**config.mk**
```make
export PLATFORM = sky130hd
export DESIGN_NAME = rr_grant_arbiter
export DESIGN_NICKNAME = d
export VERILOG_FILES = /design/src/rtl/rr_grant_arbiter.sv
export SDC_FILE = /design/constraint.sdc
export NUM_CORES = 1
export LEC_CHECK = 0
export BUFFER_PORTS_ARGS = -buffer_cell sky130_fd_sc_hd__buf_2
export CAP_MARGIN = 20
export CORE_MARGIN = 1
export CORE_UTILIZATION = 50
export DETAILED_ROUTE_END_ITERATION = 8
export MAX_ROUTING_LAYER = met4
export PLACE_DENSITY = 0.72
export SLEW_MARGIN = 10
export SYNTH_ARGS = -nofsm -noshare
export SYNTH_HDL_FRONTEND = slang
export SYNTH_SLANG_ARGS = --single-unit
```
**constraint.sdc**
```tcl
create_clock -name clk -period 2.6 [get_ports clk]
set_clock_uncertainty 0.1 [all_clocks]
set_input_delay 0.39 -clock clk [delete_from_list [all_inputs] [get_ports clk]]
set_output_delay 0.39 -clock clk [all_outputs]
set_load 0.03 [all_outputs]
```
**src/rtl/rr_grant_arbiter.sv**
```systemverilog
// Round-robin arbiter for 2**n requesters with a hold-time limit.
// Winner is emitted as an index + valid pair and as a one-hot grant.
module rr_grant_arbiter #(
  parameter int n        = 2,
  parameter int MAX_HOLD = 8,
  parameter int CNT_W    = 8
) (
  input  logic              clk,
  input  logic              rst_n,
  input  logic [2**n-1:0]   req,
  input  logic              done,
  output logic [n-1:0]      grantIdx,
  output logic              grantValid,
  output logic [2**n-1:0]   grant,
  output logic              timeout
);

  // state | meaning
  // IDLE  | no owner; arbitrate among req starting at ptr
  // BUSY  | grant held by grant_idx_q until done, owner drop or hold limit
  typedef enum logic {IDLE, BUSY} state_t;

  localparam int N           = 2**n;
  localparam bit HOLD_EN     = (MAX_HOLD != 0);
  localparam int HOLD_LAST_I = (MAX_HOLD > 0) ? MAX_HOLD - 1 : 0;
  localparam logic [CNT_W-1:0] HOLD_LAST = CNT_W'(HOLD_LAST_I);

  state_t           state_q,       state_d;
  logic [n-1:0]     ptr_q,         ptr_d;
  logic [CNT_W-1:0] hold_cnt_q,    hold_cnt_d;
  logic [n-1:0]     grant_idx_q,   grant_idx_d;
  logic             grant_valid_q, grant_valid_d;
  logic [N-1:0]     grant_q,       grant_d;
  logic             timeout_q,     timeout_d;

  logic             pick_found;
  logic [n-1:0]     pick_idx;
  logic [n-1:0]     cand;
  logic             owner_req;
  logic             hold_hit;
  logic             release_now;

  // First set request at or above ptr, wrapping through the natural n-bit overflow.
  always_comb begin
    pick_found = 1'b0;
    pick_idx   = '0;
    cand       = '0;
    for (int i = 0; i < N; i++) begin
      cand = ptr_q + n'(i);
      if (!pick_found && req[cand]) begin
        pick_found = 1'b1;
        pick_idx   = cand;
      end
    end
  end

  always_comb begin
    owner_req   = req[grant_idx_q];
    hold_hit    = HOLD_EN && (hold_cnt_q == HOLD_LAST);
    release_now = done || !owner_req || hold_hit;
  end

  always_comb begin
    state_d       = state_q;
    ptr_d         = ptr_q;
    hold_cnt_d    = hold_cnt_q;
    grant_idx_d   = grant_idx_q;
    grant_valid_d = grant_valid_q;
    grant_d       = grant_q;
    timeout_d     = 1'b0;
    case (state_q)
      IDLE: begin
        if (pick_found) begin
          grant_idx_d        = pick_idx;
          grant_valid_d      = 1'b1;
          grant_d            = '0;
          grant_d[pick_idx]  = 1'b1;
          hold_cnt_d         = '0;
          state_d            = BUSY;
        end
      end
      BUSY: begin
        if (release_now) begin
          grant_valid_d = 1'b0;
          grant_d       = '0;
          ptr_d         = grant_idx_q + n'(1);
          state_d       = IDLE;
          // Revocation is only flagged when the limit alone ended the grant.
          timeout_d     = hold_hit && !done && owner_req;
        end else if (hold_cnt_q != {CNT_W{1'b1}}) begin
          hold_cnt_d = hold_cnt_q + CNT_W'(1);
        end
      end
      default: state_d = IDLE;
    endcase
  end

  always_ff @(posedge clk or negedge rst_n) begin
    if (!rst_n) begin
      state_q       <= IDLE;
      ptr_q         <= '0;
      hold_cnt_q    <= '0;
      grant_idx_q   <= '0;
      grant_valid_q <= 1'b0;
      grant_q       <= '0;
      timeout_q     <= 1'b0;
    end else begin
      state_q       <= state_d;
      ptr_q         <= ptr_d;
      hold_cnt_q    <= hold_cnt_d;
      grant_idx_q   <= grant_idx_d;
      grant_valid_q <= grant_valid_d;
      grant_q       <= grant_d;
      timeout_q     <= timeout_d;
    end
  end

  assign grantIdx   = grant_idx_q;
  assign grantValid = grant_valid_q;
  assign grant      = grant_q;
  assign timeout    = timeout_q;

endmodule

```
# Yosys cells after proc, flatten, opt, wreduce, memory -nomap -nowiden
# Cells that the tools add are included.
# word_totals
reg_bits	19
inputBits	7
out_inout_bits	8
# classes
addsub	5
bitwise	1
order_cmp	7
muxes	35
eq_ne	6
reduce_logical	17
# ops
operator	count
$mux W8	3
$lt A2 B3 Y1 const B	6
$mux W1	16
$pmux W8 S2	1
$bmux W1 S2	5
$add A8 B1 Y8 const B	1
$eq A8 B3 Y1 const B	1
$mux W2	4
$mux W4	2
$ne A8 B8 Y1 const B	1
$pmux W4 S2	1
$logic_and A1 B1 Y1	6
$reduce_and A2 Y1	3
$logic_not A1 Y1	5
$add A2 B1 Y2 const B	2
$add A2 B2 Y2 const B	2
$ne A2 B1 Y1 const B	2
$ne A2 B2 Y1 const B	2
$pmux W1 S2	2
$reduce_and A3 Y1	1
$demux W1 S2	1
$ge A2 B1 Y1 const B	1
$logic_or A1 B1 Y1	2
$not A1 Y1	1

# Logic depth before layout (Yosys ltp)
# logic_depth
ltp_word	18
ltp_mapped	7
depth_no_buf	6

# Least setup slack after synthesis
# Ideal clock, no wire load.
# synth_path
path_kind	register -> register
start	register grant_idx_q[1], in the netlist grantIdx[1]
end	register hold_cnt_q[7]
path_slack_ps	439
arrival_time_ps	1983
path_stages_with_launch	7
required_ps	2422
synth_period_minus_slack_ps	2161
path_cell_list	dfrtp_1 -> mux2i_1 -> a2bb2oi_1 -> or3_1 -> buf_6 -> or4_1 -> a21boi_1
# synth_between
elab_chain_cells	7
# synth_rtl
element	line_no	source
from (decl)	31	logic [n-1:0] grant_idx_q, grant_idx_d;
from (signal assigned)	111	grant_idx_q <= grant_idx_d;
$bmux W1 S2	58	owner_req = req[grant_idx_q];
$mux W1 (not written as such)	58	
$logic_not A1 Y1	60	release_now = done || !owner_req || hold_hit;
$logic_or A1 B1 Y1 (2 in series)	60	
$ne A2 B2 Y1 (no line)	-	
$reduce_and A3 Y1 (no line)	-	
to (signal assigned)	110	hold_cnt_q <= hold_cnt_d;
to (decl)	30	logic [CNT_W-1:0] hold_cnt_q, hold_cnt_d;
# Every way passes these cells. The select of a mux whose other input is x is not followed.
# A chain may end at the register's enable or synchronous reset.

# Worst setup path in the final report
# layout_path
start	register hold_cnt_q[0]
end	register hold_cnt_q[7]
# layout_between
elab_chain_cells	4
elab_cells_between_ends	10
# layout_rtl
element	line_no
$add A8 B1 Y8 / $eq A8 B3 Y1 (equally long branches)	91, 59
$mux W8 / $logic_or A1 B1 Y1 (equally long branches)	90, 60
$mux W8 / $ne A2 B2 Y1 (equally long branches)	-
$pmux W8 S2 / $reduce_and A3 Y1 (equally long branches)	-
# Parallel ways exist; a longest one is shown, timed or not. The select of a mux whose other input is x is not followed.

==> metrics.md <==
| Metric | Value |
|---|---|
| Nature of the critical path startpoint | register |
| Port bufs | 14 |
| RSZ-0062 raised after global routing | no |
| Synthesis Warnings | 0 |
| Clock sink count | 19 |
| Final WL | approximately 2000 um |
| Ant. Diodes | 0 |
| Final core occ | between 60% and 70% |
| CTS Buffer Depth | 2 |
| DIE AREA | about 2200 um^2 |
| Cells on Worst Hold Path | 2 |
| Layout fillers | 162 |
| Total nets after synthesis | 105 |
| Largest net degree at the start of global routing | 20 |
| Cell family with most CP delay | simple AND/OR/NAND/NOR gates |
| Syn Std Cell Area | 993 um^2 |
| Met1 Track Usage GR | 33.1% |
| DRT iter0 DRCs | 13 |
| Cell Pwr Density | 996 nW/um^2 |
| First-pass GRT wire length | ~3300 um |
| Initial Utilization | between 50% and 60% |
| Crit-path max cell delay | 0.50 ns |
| Max-cap violations | 0 |
| Crit. End Element | register |
| Vias in the first global route | 717 |
| Hold crit path type | reg -> reg |
| Register clock-pin slew on the reported worst setup and hold paths | 0.12 ns |
| Post-DRT Antenna Nets | 0 |
| Met3 usage | 7.84% |
| Crit-path slowest cell | or4_1 |
| Leakage | 0.000543 uW |
| CP Data Arrival Time | 2.33 ns |
| Setup TNS Final | 0 ns |
| Reg2Reg Depth | 6 |
| Reg2reg setup slack | ~0.4 ns |
| Initial antenna violation count | 0 |
| WP buf/inv | 0 |
| Worst vdd ir | 0.000700 V |
| Area delta synth->final | 13.5% |
| Stages on the worst setup path | 6 |
| H-tree depth | 1 |
| Final Hold Vio Count | 0 |
| Commonest non-fill, non-tap cell in the layout | dfrtp_1 |
| Routed via count | 798 |
| All-Layer GR Usage | 23.3% |
| Setup CP Type | reg -> reg |
| Clock latency on the worst-skew pair | 0.30 ns |
| NumNets Final | 125 |
| Critical path, cell by cell | ha_1, nand2_1, nor3_2, or3_1, or4_1, a21boi_1 |
| Layout cells sized above 1 | 22.4% |
| WL per Instance | 14.3 um |
| Post-synth cell types | 35 |
| Worst Max-Slew Pin Slew | 0.456 ns |
| Met2 Use GR | 31.4% |
| DP HPWL | 1460 um |
| DR vias/cell | 5.66 |
| Most Crowded Layer GR | met1 |
| Status | complete, no violations |
| Worst hold margin | 0.395 ns |
| Syn Inst Count | 97 |
| Worst EP required | 2.73 ns |
| Core ar. | roughly 1800 um^2 |
| Post-CTS Setup Bufs | 0 |
| Most frequent cells in the layout | dfrtp_1 (19), buf_2 (14), nand2_1 (13), nand3_1 (6), nor2_1 (6) |
| Die span in y | 46.6 um |
| Number of synthesized register bits | 19 |
| Io pins | 15 |
| Seq/Total Area, Yosys | 47.9% |
| CTS root buffer | clkbuf_4 |
| CTS Buf Count | 3 |
| Max Freq | 455 MHz |
| Final period utilization | 84.6% |
| CTS tree | done |
| Row count | 15 |
| Endpoints failing setup | 0 |
| Residual DRC count | 0 |
| Max-slew violation count | 0 |
| Syn Area/Cell | 10.2 um^2 |
| Grt ovf | 0 |
| Crit-path max FO | 9 |
| Slew HR | a little over two thirds |
| Gp weighted congestion | 0.777 |
| Crit path time final | 2.20 ns |
| Drt pass-1 iters | 4 |
| Die width | ~47 um |
-- synth_stat cells --
| library cell | number | share of area, % |
|---|---|---|
| dfrtp_1 | 19 | 48 |
| nand2_1 | 13 | 4.9 |
| nand3_1 | 6 | 3.0 |
| nor2_1 | 6 | 2.3 |
| mux2i_1 | 5 | 5.0 |
| a22o_1 | 4 | 3.5 |
| o21ai_0 | 4 | 2.0 |
| a21oi_1 | 3 | 1.5 |
| inv_1 | 3 | 1.1 |
| and2_1 | 2 | 1.3 |
| buf_6 | 2 | 2.3 |
| nand2b_1 | 2 | 1.3 |
| nand4_1 | 2 | 1.3 |
| nor3_1 | 2 | 1.0 |
| o31ai_1 | 2 | 1.5 |
| o41ai_2 | 2 | 3.3 |
| or4_1 | 2 | 1.5 |
| a21boi_1 | 1 | 0.76 |
| a21o_2 | 1 | 0.88 |
| a2bb2oi_1 | 1 | 0.88 |
| and2b_2 | 1 | 0.88 |
| ha_1 | 1 | 1.3 |
| mux2_1 | 1 | 1.1 |
| nand3b_1 | 1 | 0.76 |
| nor2b_1 | 1 | 0.63 |
| nor3_2 | 1 | 1.0 |
| nor3b_2 | 1 | 1.3 |
| o211ai_1 | 1 | 0.76 |
| o21a_1 | 1 | 0.76 |
| o21ai_1 | 1 | 0.50 |
| o22ai_1 | 1 | 0.63 |
| o311ai_0 | 1 | 0.88 |
| o41ai_1 | 1 | 0.88 |
| or3_1 | 1 | 0.63 |
| xnor2_1 | 1 | 0.88 |
-- cell type report --
type                    instances  area (um^2)  area share [%]
multi-input cells              73          484            43.0
flip-flops and latches         19          475            42.2
repair buffers                 17         95.1            8.44
well taps                      25         31.3            2.77
clock buffers                   3         22.5            2.00
inverters                       3         11.3           0.999
clock inverters                 1         7.51           0.666
-- path summary, 6_finish.rpt --
kind / from / to
worst max register to register: hold_cnt_q[0] / hold_cnt_q[7]
max in group asynchronous: rst_n / hold_cnt_q[1]
min in group asynchronous: rst_n / ptr_q[1]
worst min register to register: grantValid / grantValid
worst max-delay path: hold_cnt_q[0] / hold_cnt_q[7]
worst min-delay path: grantValid / grantValid
-- through the flow --
step / instances / total power [uW] / area (um^2) / setup slack [ns]
global route: 141 / 1200 / 1130 / 0.268
detailed placement: 136 / 968 / 1090 / 0.413
global placement: 136 / 946 / 1090 / 0.469
floorplan: 97 / 831 / 993 / 0.439
finish: 141 / 1120 / 1130 / 0.400
CTS: 141 / 1120 / 1130 / 0.409
-- kinds of logic after synthesis --
kind of cell / Yosys count / synth area share [%]
AO/OA/AOI/OAI: 24 / 18.8
XOR/XNOR: 1 / 0.882
adder cells (fa/ha/maj): 1 / 1.26
buffers and inverters: 5 / 3.40
flip-flops: 19 / 47.9
multiplexers: 6 / 6.17
AND/OR/NAND/NOR: 41 / 21.7
-- worst reg2reg max path, delay by kind of cell, from the launching register on --
family                     cells  cell delay [ns]
and+or+nand+nor                4             1.19
adders and majority gates      1             0.25
DFF                            1             0.43
AOI/OAI and AO/OA              1             0.15
-- registers in the layout, summed over array words and instances (netlist names) --
register    cells
hold_cnt_q      8
grant           4
grantIdx        2
ptr_q           2
grantValid      1
state_q         1
timeout         1
-- layer usage --
layer | part of all wire (%) | up-vias
li1 | - | 398
met1 | 51 | 379
met5 | 0 | -
met4 | 0.99 | 0
met3 | 4.2 | 2
met2 | 44 | 19
-- timing repair --
| action | 4_1_cts | 5_1_grt |
|---|---|---|
| endpoints found under the hold margin | 19 | 0 |
| gates resized for setup | 0 | 0 |
| hold buffers | 1 | 0 |
-- where the power goes --
part           total, uW  leakage [uW]  internal [uW]  switching (uW)
combinational        498      0.000280            195             303
sequential           467      0.000249            377            89.9
clock                157     0.0000139           58.6            98.8
Note: power is estimated with default switching activity, not from simulation.
